==> config.mk <==
export PLATFORM = sky130hd
export DESIGN_NAME = sram_port_arbiter
export DESIGN_NICKNAME = d
export VERILOG_FILES = /design/src/rtl/sram_port_arbiter_pkg.sv /design/src/rtl/sram_port_arbiter_arb_id_fifo.sv /design/src/rtl/sram_port_arbiter.sv
export SDC_FILE = /design/constraint.sdc
export NUM_CORES = 1
export LEC_CHECK = 0
export BUFFER_PORTS_ARGS = -buffer_cell sky130_fd_sc_hd__buf_2
export CORE_AREA = 5 5 122 124
export DETAILED_ROUTE_END_ITERATION = 6
export DIE_AREA = 0 0 127 129
export GPL_TIMING_DRIVEN = 0
export PLACE_DENSITY = 0.53
export SLEW_MARGIN = 20
export SYNTH_ARGS = -nofsm -noshare
export SYNTH_HDL_FRONTEND = slang
export SYNTH_HIERARCHICAL = 1
export SYNTH_SLANG_ARGS = --single-unit
==> constraint.sdc <==
create_clock -name clk -period 4.78 [get_ports clk]
set_clock_uncertainty 0.05 [all_clocks]
set_input_delay 0.956 -clock clk [delete_from_list [all_inputs] [get_ports clk]]
set_output_delay 0.956 -clock clk [all_outputs]
set_load 0.005 [all_outputs]
==> src/rtl/sram_port_arbiter_pkg.sv <==
// Shared definitions for the SRAM port arbiter slice.
//   src_e        : requester id carried through the in-order response FIFO
//   SIZE_B/H/W   : m_size / *_size transfer size encodings
//   arb_state_e  : grant-hold state of the arbiter
package sram_port_arbiter_pkg;

    typedef enum logic {
        SRC_INST = 1'b0,
        SRC_DATA = 1'b1
    } src_e;

    localparam logic [1:0] SIZE_B = 2'd0;
    localparam logic [1:0] SIZE_H = 2'd1;
    localparam logic [1:0] SIZE_W = 2'd2;

    typedef enum logic [1:0] {
        ARB_IDLE   = 2'd0,
        ARB_HOLD_I = 2'd1,
        ARB_HOLD_D = 2'd2
    } arb_state_e;

    function automatic src_e other_src(input src_e s);
        return (s == SRC_INST) ? SRC_DATA : SRC_INST;
    endfunction

endpackage

==> src/rtl/sram_port_arbiter_arb_id_fifo.sv <==
// arb_id_fifo: 1-bit wide (src_e), DEPTH deep synchronous FIFO recording which
// port issued each accepted master request, in acceptance order.
// Ports:
//   clk, reset   clock, synchronous active-high reset (clears pointers/count)
//   push_i       enqueue push_id_i (ignored when full)
//   push_id_i    source id to enqueue
//   pop_i        dequeue head (ignored when empty)
//   head_o       oldest stored id
//   count_o      occupancy, 0..DEPTH
//   full_o       count_o == DEPTH
//   empty_o      count_o == 0
module arb_id_fifo
    import sram_port_arbiter_pkg::*;
#(
    parameter  int unsigned DEPTH = 2,
    localparam int unsigned CNT_W = $clog2(DEPTH) + 1
) (
    input  logic             clk,
    input  logic             reset,
    input  logic             push_i,
    input  src_e             push_id_i,
    input  logic             pop_i,
    output src_e             head_o,
    output logic [CNT_W-1:0] count_o,
    output logic             full_o,
    output logic             empty_o
);

    localparam int unsigned      PTR_W    = (DEPTH > 1) ? $clog2(DEPTH) : 1;
    localparam logic [PTR_W-1:0] PTR_LAST = PTR_W'(DEPTH - 1);
    localparam logic [CNT_W-1:0] CNT_FULL = CNT_W'(DEPTH);

    src_e             mem_q [DEPTH];
    logic [PTR_W-1:0] wr_ptr_q, wr_ptr_d;
    logic [PTR_W-1:0] rd_ptr_q, rd_ptr_d;
    logic [CNT_W-1:0] count_q, count_d;
    logic             do_push, do_pop;

    function automatic logic [PTR_W-1:0] ptr_inc(input logic [PTR_W-1:0] p);
        return (p == PTR_LAST) ? '0 : p + PTR_W'(1);
    endfunction

    assign full_o  = (count_q == CNT_FULL);
    assign empty_o = (count_q == '0);
    assign do_push = push_i && !full_o;
    assign do_pop  = pop_i && !empty_o;
    assign head_o  = mem_q[rd_ptr_q];
    assign count_o = count_q;

    always_comb begin
        wr_ptr_d = do_push ? ptr_inc(wr_ptr_q) : wr_ptr_q;
        rd_ptr_d = do_pop  ? ptr_inc(rd_ptr_q) : rd_ptr_q;
        count_d  = count_q;
        case ({do_push, do_pop})
            2'b10:   count_d = count_q + CNT_W'(1);
            2'b01:   count_d = count_q - CNT_W'(1);
            default: count_d = count_q;
        endcase
    end

    always_ff @(posedge clk) begin
        if (reset) begin
            wr_ptr_q <= '0;
            rd_ptr_q <= '0;
            count_q  <= '0;
        end else begin
            wr_ptr_q <= wr_ptr_d;
            rd_ptr_q <= rd_ptr_d;
            count_q  <= count_d;
        end
    end

    // Storage needs no reset: validity is carried by count/pointers.
    always_ff @(posedge clk) begin
        if (do_push) begin
            mem_q[wr_ptr_q] <= push_id_i;
        end
    end

endmodule

==> src/rtl/sram_port_arbiter.sv <==
// sram_port_arbiter: shares one SRAM-like master port between the instruction
// (i_*) and data (d_*) requesters with zero added latency. Accepted requests
// are tracked in arb_id_fifo so each m_data_ok returns to its issuing port.
// Ports:
//   clk, reset                          clock, synchronous active-high reset
//   i_/d_ req,wr,size,addr,wstrb,wdata  requester inputs
//   i_/d_ addr_ok,data_ok,rdata         requester responses
//   m_ req,wr,size,addr,wstrb,wdata     shared master request
//   m_addr_ok, m_data_ok, m_rdata       master responses (in request order)
// Configuration: define ARB_ROUND_ROBIN_EN to alternate grants on ties;
// otherwise data has fixed priority over instruction.
module sram_port_arbiter
    import sram_port_arbiter_pkg::*;
#(
    parameter int unsigned ADDR_W    = 32,
    parameter int unsigned DATA_W    = 32,
    parameter int unsigned OTD_DEPTH = 2
) (
    input  logic                clk,
    input  logic                reset,
    input  logic                i_req,
    input  logic                i_wr,
    input  logic [1:0]          i_size,
    input  logic [ADDR_W-1:0]   i_addr,
    input  logic [DATA_W/8-1:0] i_wstrb,
    input  logic [DATA_W-1:0]   i_wdata,
    output logic                i_addr_ok,
    output logic                i_data_ok,
    output logic [DATA_W-1:0]   i_rdata,
    input  logic                d_req,
    input  logic                d_wr,
    input  logic [1:0]          d_size,
    input  logic [ADDR_W-1:0]   d_addr,
    input  logic [DATA_W/8-1:0] d_wstrb,
    input  logic [DATA_W-1:0]   d_wdata,
    output logic                d_addr_ok,
    output logic                d_data_ok,
    output logic [DATA_W-1:0]   d_rdata,
    output logic                m_req,
    output logic                m_wr,
    output logic [1:0]          m_size,
    output logic [ADDR_W-1:0]   m_addr,
    output logic [DATA_W/8-1:0] m_wstrb,
    output logic [DATA_W-1:0]   m_wdata,
    input  logic                m_addr_ok,
    input  logic                m_data_ok,
    input  logic [DATA_W-1:0]   m_rdata
);

    localparam int unsigned CNT_W = $clog2(OTD_DEPTH) + 1;

    arb_state_e       state_q, state_d;
    logic             grant_vld;
    src_e             grant_src;
    logic             sel_d;
    logic             hs;
    logic             pop;
    src_e             head_src;
    logic [CNT_W-1:0] fifo_count;
    logic             fifo_full;
    logic             fifo_empty;

`ifdef ARB_ROUND_ROBIN_EN
    src_e last_q;
`endif

    // Hold states lock the grant until the master accepts, so a stalled
    // request is never swapped for the other port's request mid-flight.
    always_comb begin
        grant_vld = 1'b0;
        grant_src = SRC_INST;
        if (!fifo_full) begin
            case (state_q)
                ARB_HOLD_D: begin
                    grant_vld = 1'b1;
                    grant_src = SRC_DATA;
                end
                ARB_HOLD_I: begin
                    grant_vld = 1'b1;
                    grant_src = SRC_INST;
                end
                default: begin
                    if (d_req && i_req) begin
                        grant_vld = 1'b1;
`ifdef ARB_ROUND_ROBIN_EN
                        grant_src = other_src(last_q);
`else
                        grant_src = SRC_DATA;
`endif
                    end else if (d_req) begin
                        grant_vld = 1'b1;
                        grant_src = SRC_DATA;
                    end else if (i_req) begin
                        grant_vld = 1'b1;
                        grant_src = SRC_INST;
                    end
                end
            endcase
        end
    end

    always_comb begin
        state_d = ARB_IDLE;
        if (m_req && !m_addr_ok) begin
            state_d = sel_d ? ARB_HOLD_D : ARB_HOLD_I;
        end
    end

    always_ff @(posedge clk) begin
        if (reset) begin
            state_q <= ARB_IDLE;
        end else begin
            state_q <= state_d;
        end
    end

`ifdef ARB_ROUND_ROBIN_EN
    // Resets to instruction so the first tie after reset goes to data.
    always_ff @(posedge clk) begin
        if (reset) begin
            last_q <= SRC_INST;
        end else if (hs) begin
            last_q <= grant_src;
        end
    end
`endif

    assign sel_d   = (grant_src == SRC_DATA);
    assign m_req   = !reset && grant_vld && (sel_d ? d_req : i_req);
    assign m_wr    = sel_d ? d_wr    : i_wr;
    assign m_size  = sel_d ? d_size  : i_size;
    assign m_addr  = sel_d ? d_addr  : i_addr;
    assign m_wstrb = sel_d ? d_wstrb : i_wstrb;
    assign m_wdata = sel_d ? d_wdata : i_wdata;

    assign hs        = m_req && m_addr_ok;
    assign i_addr_ok = hs && !sel_d;
    assign d_addr_ok = hs && sel_d;

    // A response with nothing outstanding is dropped rather than routed.
    assign pop       = !reset && m_data_ok && !fifo_empty;
    assign i_data_ok = pop && (head_src == SRC_INST);
    assign d_data_ok = pop && (head_src == SRC_DATA);
    assign i_rdata   = m_rdata;
    assign d_rdata   = m_rdata;

    arb_id_fifo #(
        .DEPTH(OTD_DEPTH)
    ) u_fifo (
        .clk      (clk),
        .reset    (reset),
        .push_i   (hs),
        .push_id_i(grant_src),
        .pop_i    (pop),
        .head_o   (head_src),
        .count_o  (fifo_count),
        .full_o   (fifo_full),
        .empty_o  (fifo_empty)
    );

`ifndef SYNTHESIS
    a_no_stray_data_ok: assert property (@(posedge clk) disable iff (reset)
        !(m_data_ok && fifo_empty));
`endif

endmodule
==> summary.log, run 1 <==
[status] status finished clean
[yosys] count of flip-flops with a built-in enable after synthesis 2
[timing] Slew HR 66.6%
[detailed_routing] ratio of routed vias to standard cells 3.64
[global_routing] global-route wire length before repair 11600 um
[worst_setup_path] reg2reg setup slack 2450 ps
[worst_setup_path] data required time at the worst endpoint 3770 ps
[global_routing] met2 track utilization from global routing 17.6%
[yosys] portion of synthesized cell area occupied by the leading cell type 25.5%
[timing] post-layout minimum cycle time 3210 ps
[clock_network] number of buffers inserted by post-CTS setup repair 0
[clock_network] clk_lat worst skew 230 ps
[yosys] Mapped Area 0.00197 mm2
[yosys] number of standard cells after synthesis 193
[worst_setup_path] largest driver fanout on the critical path 11
[detailed_routing] number of nets with antenna violations after detailed routing 0
[clock_network] total of hold buffers inserted after clock tree synthesis 0
[finish] Antenna Cells 0
[finish] fillcell total 1484
[detailed_routing] total wire length 8330 um
[placement] worst-case setup slack after placement 1530 ps
[clock_network] clock slew at the register clock pins of the worst setup and hold paths 40 ps
[timing] final-report max-slew violation count 0
[die] Floorplan Core Area 0.0137 mm2
[worst_setup_path] CP Class primary input to output port
[global_routing] most congested layer reported by global routing met2
[global_routing] met3 routing resource usage after global routing 1.91%
[global_routing] met1 demand-to-capacity share in global routing 8.86%
[clock_network] clock sink count 9
[worst_setup_path] WP data arrival 2200 ps
[clock_network] count of cells resized by post-cts repair 0
[yosys] proportion of register bits with asynchronous set or reset after synthesis 0%
[worst_setup_path] startpoint of the lowest-slack register-to-register path state_q[0]$_SDFF_PP0_
[detailed_routing] average wire per cell in the routed design 12.5 um
[worst_setup_path] Worst Setup End Kind output port
[worst_hold_path] kind of path behind the tightest hold check register to register
[finish] fraction of layout instances using a drive strength above 1 89.9%
[yosys] most frequently used flop master after synthesis dfxtp_1
[clock_network] maximum clock path buffer count 2
[worst_hold_path] startpoint of the lowest-slack hold path u_fifo/wr_ptr_q$_SDFFE_PP0P_
[clock_network] clock tree from TritonCTS done
[detailed_routing] DR pass1 iterations 4
[timing] Final Worst Setup Slack 1570 ps
[finish] combined area of the multi-input logic cells 0.00117 mm2
[pwr] maximum resistive drop on vdd 0.0899 mV
[yosys] synthesized area per cell 10.2 um2
[yosys] total nets after synthesis 375
[pwr] Lkg Pwr 2.12 nW
[finish] core occupancy in the finished layout 27.2%
[timing] RSZ-0062 raised after global routing false
[timing] actual slew at the worst max-slew pin 501 ps
[die] full die area 0.0164 mm2
[timing] setup violators final 0
[die] width of the die 127 um
[global_routing] overall global routing resource usage 8.50%
[die] die height 129 um
[yosys] proportion of synthesized chip area in sequential cells 10.1%
[pwr] total power draw 599 uW
[global_routing] maximum number of pins on one net before global-route repair 12
[die] num rows 43
[timing] Final TNS setup 0 ps
[worst_setup_path] worst flop-to-flop path endpoint u_fifo/count_o[1]$_SDFFE_PP0P_
[yosys] warnings from Yosys 6
[timing] crit share post-route 67.2%
[die] starting density of the core 14.4%
[yosys] number of different library cells in the post-synthesis netlist 31
[yosys] leading cell types by total area after synthesis buf_4, mux2_4, mux2_2
[placement] last weighted congestion value of the routability-driven placer 0.845
[global_routing] initial antenna violation count 0
[global_routing] number of global-route vias before repair 2517
[die] Top-Level Pins 320
[worst_setup_path] Setup crit start kind primary input
[timing] final hold violation count 0
[worst_setup_path] source of the critical timing path d_req
[yosys] post-synthesis sequential element count 9
[yosys] post-synth top area cell buf_4
[job] number of max-cap violations 0
[worst_hold_path] Worst Hold Depth 2
[detailed_routing] DRC violation count after routing 0
[finish] # nets final 667
[global_routing] remaining global-route overflow 0
[pwr] Power Density 161 mW/mm2
[detailed_routing] total via count in the routed design 2420
[placement] detailed placer's ending HPWL 7840 um
[clock_network] depth of the CTS H-tree 1
[worst_setup_path] depth of the worst register-to-register path 9
[clock_network] number of clock buffers inserted by TritonCTS 3
[clock_network] clock root buffer master clkbuf_16
[detailed_routing] Starting DRT DRC Count 15
[finish] area taken by flip-flops and latches 200 um2
[placement] IO Port Bufs 287
[worst_hold_path] Worst Hold Endpoint u_fifo/wr_ptr_q$_SDFFE_PP0P_
[timing] peak clock frequency supported by timing 0.311 GHz
[finish] relative area change from synthesis to final layout 88.2%
==> layer usage <==
layer  vias up  wire length, um
li1       1183                -
met2       180             4560
met1      1055             2660
met5         -                0
met3         2             1090
met4         0               25
==> per-stage QoR <==
step	area, um2	cells	hold slack (ps)
after floorplan	1970	193	402
after global placement	3630	660	422
after global routing	3710	664	488
after CTS	3710	664	456
final	3710	664	463
after detailed placement	3630	660	451
==> where the power goes <==
part	internal [mW]	switching (mW)	leakage [nW]
clock network	0.111	0.0336	0.0382
registers	0.0820	0.00224	0.0753
logic	0.239	0.132	2.01
==> critical path, stage by stage <==
cell	delay [ps]
buf_2	90
nand2_1	80
a21oi_4	200
buf_6	220
buf_6	170
mux2_1	340
buf_2	130
==> worst max-delay path by stage <==
| stage | depth (start not counted) | slack [ps] | end |
|---|---|---|---|
| floorplan | 5 | 1920 | m_wdata[26] |
| global placement | 7 | 1540 | m_wdata[30] |
| detailed placement | 7 | 1530 | m_wdata[27] |
| CTS | 7 | 1530 | m_wdata[27] |
| global route | 7 | 1470 | m_wdata[27] |
| finish | 7 | 1570 | m_wdata[27] |
==> cell usage after synthesis (all sizes together) (2+ instances only) <==
cell / n
buf: 72
mux2: 72
nor3b: 2
inv: 4
dfxtp: 7
nand2b: 2
xnor2: 2
ha: 2
nand2: 3
or3: 3
a21oi: 4
edfxtp: 2
o21ai: 2
nor2: 7
==> kinds of logic after synthesis <==
group | count (synthesis) | synth area share (%)
compound gates | 7 | 2.47
xor+xnor | 3 | 1.33
fa+ha+maj | 2 | 1.27
buf+inv | 76 | 30.4
flops | 9 | 10.1
mux | 72 | 46.8
simple gates | 24 | 7.55
==> area by class of cell <==
type	instances	area share, %
Multi-Input combinational cell	108	31.6
Clock buffer	4	2.12
Timing Repair Buffer	287	38.7
Buffer	72	15.8
Tap cell	180	6.06
Sequential cell	9	5.39
Inverter	4	0.404
==> layout by cell type (no fill, tap or decap), types with 3 or more instances in the layout <==
cell,instances
mux2_2,37
inv_1,3
mux2_1,5
a21oi_1,3
clkbuf_16,3
nand2_1,3
buf_12,3
buf_4,67
or3_1,3
mux2_4,30
dfxtp_1,7
nor2_1,7
buf_2,287
(Power assumes the default switching activity.)
==> run 2: changes to the inputs <==
--- a/config.mk
+++ b/config.mk
@@ -10,7 +10,7 @@
 export DETAILED_ROUTE_END_ITERATION = 6
 export DIE_AREA = 0 0 127 129
 export GPL_TIMING_DRIVEN = 0
-export PLACE_DENSITY = 0.53
+export PLACE_DENSITY = 0.55
 export SLEW_MARGIN = 20
 export SYNTH_ARGS = -nofsm -noshare
 export SYNTH_HDL_FRONTEND = slang
==> constraint.sdc (replaced) <==
create_clock -name clk -period 2.83 [get_ports clk]
set_clock_uncertainty 0.05 [all_clocks]
set_input_delay 0.566 -clock clk [delete_from_list [all_inputs] [get_ports clk]]
set_output_delay 0.566 -clock clk [all_outputs]
set_load 0.005 [all_outputs]
==> summary.log, run 2 (synthesis gave the netlist of run 1 again) <==
[timing] post-layout minimum cycle time 2690 ps
[worst_setup_path] Top cell by count, worst path buf_4
[finish] fraction of layout instances using a drive strength above 1 89.9%
[pwr] Power Density 274 mW/mm2
[clock_network] clock slew at the register clock pins of the worst setup and hold paths 40 ps
[finish] # nets final 669
[placement] instance area after placement 0.00363 mm2
[die] die height 129 um
[pwr] proportion of power drawn by the clock network 24.3%
[timing] Final Worst Setup Slack 141 ps
[timing] actual slew at the worst max-slew pin 538 ps
[timing] setup violators final 0
[pwr] total power draw 1.03 mW
[placement] last weighted congestion value of the routability-driven placer 0.720
[detailed_routing] total via count in the routed design 2445
[clock_network] clock sink count 9
[clock_network] clock tree from TritonCTS done
[die] full die area 0.0164 mm2
[global_routing] maximum number of pins on one net before global-route repair 12
[detailed_routing] number of nets with antenna violations after detailed routing 0
[timing] crit share post-route 95.0%
[worst_setup_path] CP Class register to output port
[detailed_routing] total wire length 8920 um
[worst_hold_path] startpoint of the lowest-slack hold path u_fifo/wr_ptr_q$_SDFFE_PP0P_
[job] number of max-cap violations 0
[clock_network] maximum clock path buffer count 2
[placement] worst-case setup slack after placement 288 ps
[timing] final hold slack 448 ps
[finish] finished layout cell area 0.00374 mm2
[timing] final hold violation count 0
[global_routing] remaining global-route overflow 0
[pwr] maximum resistive drop on vdd 0.170 mV
[global_routing] global-route wire length before repair 12300 um
[worst_hold_path] kind of path behind the tightest hold check register to register
[worst_setup_path] worst flop-to-flop path endpoint u_fifo/count_o[1]$_SDFFE_PP0P_
[detailed_routing] average wire per cell in the routed design 13.4 um
[pwr] fraction of power consumed by sequential logic 13.9%
[worst_setup_path] largest driver fanout on the critical path 10
[finish] leading cell type in the layout, fill and taps excluded buf_2
[detailed_routing] DRC violation count after routing 0
[worst_setup_path] depth of the worst register-to-register path 9
[die] Top-Level Pins 320
[worst_setup_path] startpoint of the lowest-slack register-to-register path state_q[0]$_SDFF_PP0_
[worst_setup_path] reg2reg setup slack 460 ps
[clock_network] total of hold buffers inserted after clock tree synthesis 0
[clock_network] number of clock buffers inserted by TritonCTS 3
[die] num rows 43
[status] status finished clean
[global_routing] initial antenna violation count 2
[worst_setup_path] WP buf/inv 4
[global_routing] number of global-route vias before repair 2419
[placement] IO Port Bufs 287
[worst_setup_path] Setup crit start kind register
[die] Floorplan Core Area 0.0137 mm2
[worst_setup_path] WP data arrival 2070 ps
[pwr] switching power of the nets 289 uW
[worst_setup_path] crit path cell chain inv_1 -> ha_1 -> nand2b_4 -> a21oi_4 -> buf_4 -> buf_4 -> mux2_2 -> buf_2
[clock_network] clock root buffer master clkbuf_16
[worst_setup_path] maximum single-stage delay on the critical path 350 ps
[timing] final-report max-slew violation count 0
[worst_hold_path] Worst Hold Endpoint u_fifo/wr_ptr_q$_SDFFE_PP0P_
[finish] relative area change from synthesis to final layout 89.5%
[die] starting density of the core 14.4%
[finish] combined area of the multi-input logic cells 0.00117 mm2
[worst_setup_path] data required time at the worst endpoint 2210 ps
[worst_setup_path] source of the critical timing path state_q[0]$_SDFF_PP0_
[worst_hold_path] Worst Hold Depth 2
[placement] detailed placer's ending HPWL 8270 um
[timing] Final TNS setup 0 ps
[timing] peak clock frequency supported by timing 0.372 GHz
[global_routing] overall global routing resource usage 9.19%
[finish] fillcell total 1492
[finish] most used cells in the layout excluding fill and tap cells buf_2, buf_4, mux2_2
[clock_network] clk_lat worst skew 230 ps
[worst_setup_path] Crit-path slowest cell mux2_2
[finish] area taken by flip-flops and latches 200 um2
[timing] Slew HR 64.1%
[worst_setup_path] kind of cell adding the most delay to the critical path buffers and inverters
[pwr] portion of total power attributed to combinational logic 61.8%
[clock_network] depth of the CTS H-tree 1
[pwr] Cell Int Power 736 uW
[detailed_routing] ratio of routed vias to standard cells 3.67
[pwr] fraction of power spent switching nets 28.2%
[die] width of the die 127 um
[detailed_routing] Starting DRT DRC Count 46
[detailed_routing] DR pass1 iterations 2
[timing] RSZ-0062 raised after global routing false
[worst_setup_path] Worst Setup End Kind output port
[pwr] Lkg Pwr 2.13 nW
-- run 2: changes by cell type in the layout (fill, tap and decap cells not counted), sizes merged --
cell   before  now
buf       359  361
diode       0    1
-- run 2: layer usage --
layer  GRT usage, %  wire length (um)  part of all wire [%]
met1           10.4              3110                    35
met2           17.2              4690                    53
met3           2.66              1050                    12
met4           1.83                69                  0.77
met5              0                13                  0.15
-- run 2: layout make-up --
type	count	area share [%]
Antenna cell	1	0.0669
Buffer	72	15.9
Clock buffer	4	2.11
Inverter	4	0.401
Multi-Input combinational cell	108	31.3
Sequential cell	9	5.35
Tap cell	180	6.02
Timing Repair Buffer	289	38.8
-- run 2: timing repair --
action	4_1_cts	5_1_grt
buffers inserted	0	2
setup endpoints to repair	0	21
resized for setup	0	2
-- run 2: worst max-delay path by stage --
stage,to,depth (start not counted),slack [ps]
2_1_floorplan,m_wdata[26],7,640
3_3_place_gp,m_wdata[26],8,280
3_5_place_dp,m_wdata[26],8,290
4_1_cts,m_wdata[26],8,30
5_1_grt,m_wdata[26],8,4
6_report,m_addr[2],8,140
-- run 2: metrics by stage --
step	std cells	util (%)
2_1_floorplan	193	-
3_3_place_gp	660	26.6
3_5_place_dp	660	26.6
4_1_cts	664	27.2
5_1_grt	667	27.4
6_report	667	27.4
-- run 2: worst register-to-register path, cell delays in order (launching register included) --
cell	delay, ps
dfxtp_1	300
inv_1	40
ha_1	310
nand2b_4	160
a21oi_1	460
nor2_1	160
nand2_1	100
ha_1	260
or3_1	350
a21oi_1	130
-- run 2: power by group through the flow --
stage	registers (mW)	logic [mW]	clock network, mW
finish	0.142	0.634	0.249
global route	0.143	0.691	0.260
CTS	0.142	0.643	0.257
detailed placement	0.144	0.640	0
global placement	0.144	0.638	0
floorplan	0.144	0.350	0
==> run 3: changes to the inputs <==
==> constraint.sdc (replaced) <==
create_clock -name clk -period 2.83 [get_ports clk]
set_clock_uncertainty 0.05 [all_clocks]
set_input_delay 0.566 -clock clk [delete_from_list [all_inputs] [get_ports clk]]
set_output_delay 0.566 -clock clk [all_outputs]
set_load 0.05 [all_outputs]
==> summary.log, run 3 (synthesis gave the netlist of run 1 again) <==
[global_routing] number of global-route vias before repair 2424
[finish] core occupancy in the finished layout 27.7%
[worst_setup_path] depth of the worst register-to-register path 9
[worst_setup_path] Worst Setup End Kind output port
[detailed_routing] ratio of routed vias to standard cells 3.67
[detailed_routing] total wire length 9010 um
[worst_setup_path] kind of cell adding the most delay to the critical path buffers and inverters
[timing] setup violators final 0
[worst_setup_path] Setup crit start kind register
[detailed_routing] average wire per cell in the routed design 13.5 um
[worst_setup_path] crit path cell chain inv_1 -> ha_1 -> nand2b_4 -> a21oi_4 -> buf_12 -> buf_12 -> mux2_4 -> buf_2
[worst_setup_path] Top cell by count, worst path buf_12
[global_routing] remaining global-route overflow 0
[detailed_routing] Starting DRT DRC Count 48
[worst_hold_path] kind of path behind the tightest hold check register to register
[placement] worst-case setup slack after placement 205 ps
[status] status finished clean
[die] die height 129 um
[timing] crit share post-route 96.1%
[timing] Slew HR 64.1%
[worst_setup_path] WP data arrival 2100 ps
[timing] peak clock frequency supported by timing 0.368 GHz
[timing] final hold violation count 0
[clock_network] clock root buffer master clkbuf_16
[placement] detailed placer's ending HPWL 8270 um
[global_routing] maximum number of pins on one net before global-route repair 12
[timing] RSZ-0062 raised after global routing true
[placement] instance count after placement with tap cells included 660
[finish] fraction of layout instances using a drive strength above 1 89.9%
[pwr] proportion of power drawn by the clock network 15.7%
[worst_hold_path] Worst Hold Depth 2
[detailed_routing] total via count in the routed design 2445
[worst_setup_path] data required time at the worst endpoint 2210 ps
[finish] # nets final 669
[worst_setup_path] CP Class register to output port
[global_routing] global-route wire length before repair 12300 um
[pwr] Cell Int Power 755 uW
[die] starting density of the core 14.4%
[clock_network] clock sink count 9
[pwr] maximum resistive drop on vdd 0.184 mV
[detailed_routing] DRC violation count after routing 0
[worst_setup_path] Crit-path slowest cell ha_1
[die] Floorplan Core Area 0.0137 mm2
[clock_network] maximum clock path buffer count 2
[detailed_routing] number of nets with antenna violations after detailed routing 0
[worst_setup_path] maximum single-stage delay on the critical path 310 ps
[timing] post-layout minimum cycle time 2720 ps
[worst_setup_path] Critical Path Stages 8
[die] num rows 43
[die] Top-Level Pins 320
[worst_setup_path] largest driver fanout on the critical path 10
[placement] IO Port Bufs 287
[timing] actual slew at the worst max-slew pin 539 ps
[clock_network] clock tree from TritonCTS done
[timing] Final Worst Setup Slack 111 ps
[clock_network] number of clock buffers inserted by TritonCTS 3
[pwr] Lkg Pwr 2.15 nW
[global_routing] initial antenna violation count 2
[pwr] Power Density 422 mW/mm2
[die] width of the die 127 um
[timing] Final TNS setup 0 ps
[timing] final-report max-slew violation count 0
[clock_network] depth of the CTS H-tree 1
[pwr] switching power of the nets 839 uW
[pwr] fraction of power spent switching nets 52.6%
[die] full die area 0.0164 mm2
[job] number of max-cap violations 0
[worst_setup_path] WP buf/inv 4
[finish] leading cell type in the layout, fill and taps excluded buf_2
[finish] number of standard cells in the final layout excluding fillers 667
[placement] last weighted congestion value of the routability-driven placer 0.720
[pwr] total power draw 1.59 mW
[finish] relative area change from synthesis to final layout 91.6%
[finish] fillcell total 1494
[pwr] fraction of power consumed by sequential logic 8.9%
[finish] most used cells in the layout excluding fill and tap cells buf_2, buf_4, mux2_2
[global_routing] overall global routing resource usage 9.19%
[clock_network] clock slew at the register clock pins of the worst setup and hold paths 40 ps
[clock_network] clk_lat worst skew 230 ps
[pwr] portion of total power attributed to combinational logic 75.4%
[detailed_routing] DR pass1 iterations 2
## run 3: cell count changes in the layout (fill, tap and decap cells not counted), sizes merged
cell and delta:
buf -1, clkbuf +1
## run 3: what timing repair did
item                                    CTS  global route
endpoints found under the setup margin   35            55
pin swaps                                 1             1
setup buffers                             2             2
hold buffers                              0             0
hold endpoints to repair                  0             0
resized for setup                         2            27
## run 3: power groups by stage
stage	Combinational, mW	Sequential (mW)	Clock, mW
global placement	1.19	0.144	0
CTS	1.20	0.142	0.257
detailed placement	1.19	0.144	0
global route	1.26	0.143	0.260
finish	1.20	0.142	0.250
floorplan	0.919	0.144	0
## run 3: final cells by class
cell class	instances	area [um2]	area share [%]
well taps	180	225	5.96
clock buffers	4	78.8	2.09
diodes	1	2.50	0.0662
plain buffers	70	583	15.4
repair buffers	291	1500	39.8
flip-flops and latches	9	200	5.30
multi-input cells	108	1170	31.0
inverters	4	15.0	0.397
## run 3: per-layer routing
| metal | global-route usage [%] | vias to the layer above | share of wire (%) |
|---|---|---|---|
| met5 | 0 | - | 0.14 |
| met2 | 17.2 | 162 | 53 |
| met3 | 2.74 | 7 | 12 |
| met1 | 10.4 | 1084 | 34 |
| met4 | 1.83 | 2 | 0.77 |
| li1 | - | 1190 | - |
## run 3: per-stage QoR
stage / area (um2) / hold slack (ps)
2_1_floorplan: 1970 / 402
3_3_place_gp: 3630 / 432
3_5_place_dp: 3630 / 437
4_1_cts: 3740 / 446
5_1_grt: 3780 / 488
6_report: 3780 / 444
## run 3: worst reg2reg max path, cell delays in order (launching register included)
cell	delay (ps)
dfxtp_1	300
inv_1	40
ha_1	310
nand2b_4	160
a21oi_1	460
nor2_1	160
nand2_1	100
ha_1	260
or3_1	360
a21oi_1	130
## run 3: worst paths after layout
path,start,end,slack (ps)
setup / recovery,state_q[0]$_SDFF_PP0_,m_wstrb[0],110
hold / removal,u_fifo/wr_ptr_q$_SDFFE_PP0P_,u_fifo/wr_ptr_q$_SDFFE_PP0P_,440
setup reg to reg,state_q[0]$_SDFF_PP0_,u_fifo/count_o[1]$_SDFFE_PP0P_,460
hold reg to reg,u_fifo/wr_ptr_q$_SDFFE_PP0P_,u_fifo/wr_ptr_q$_SDFFE_PP0P_,440
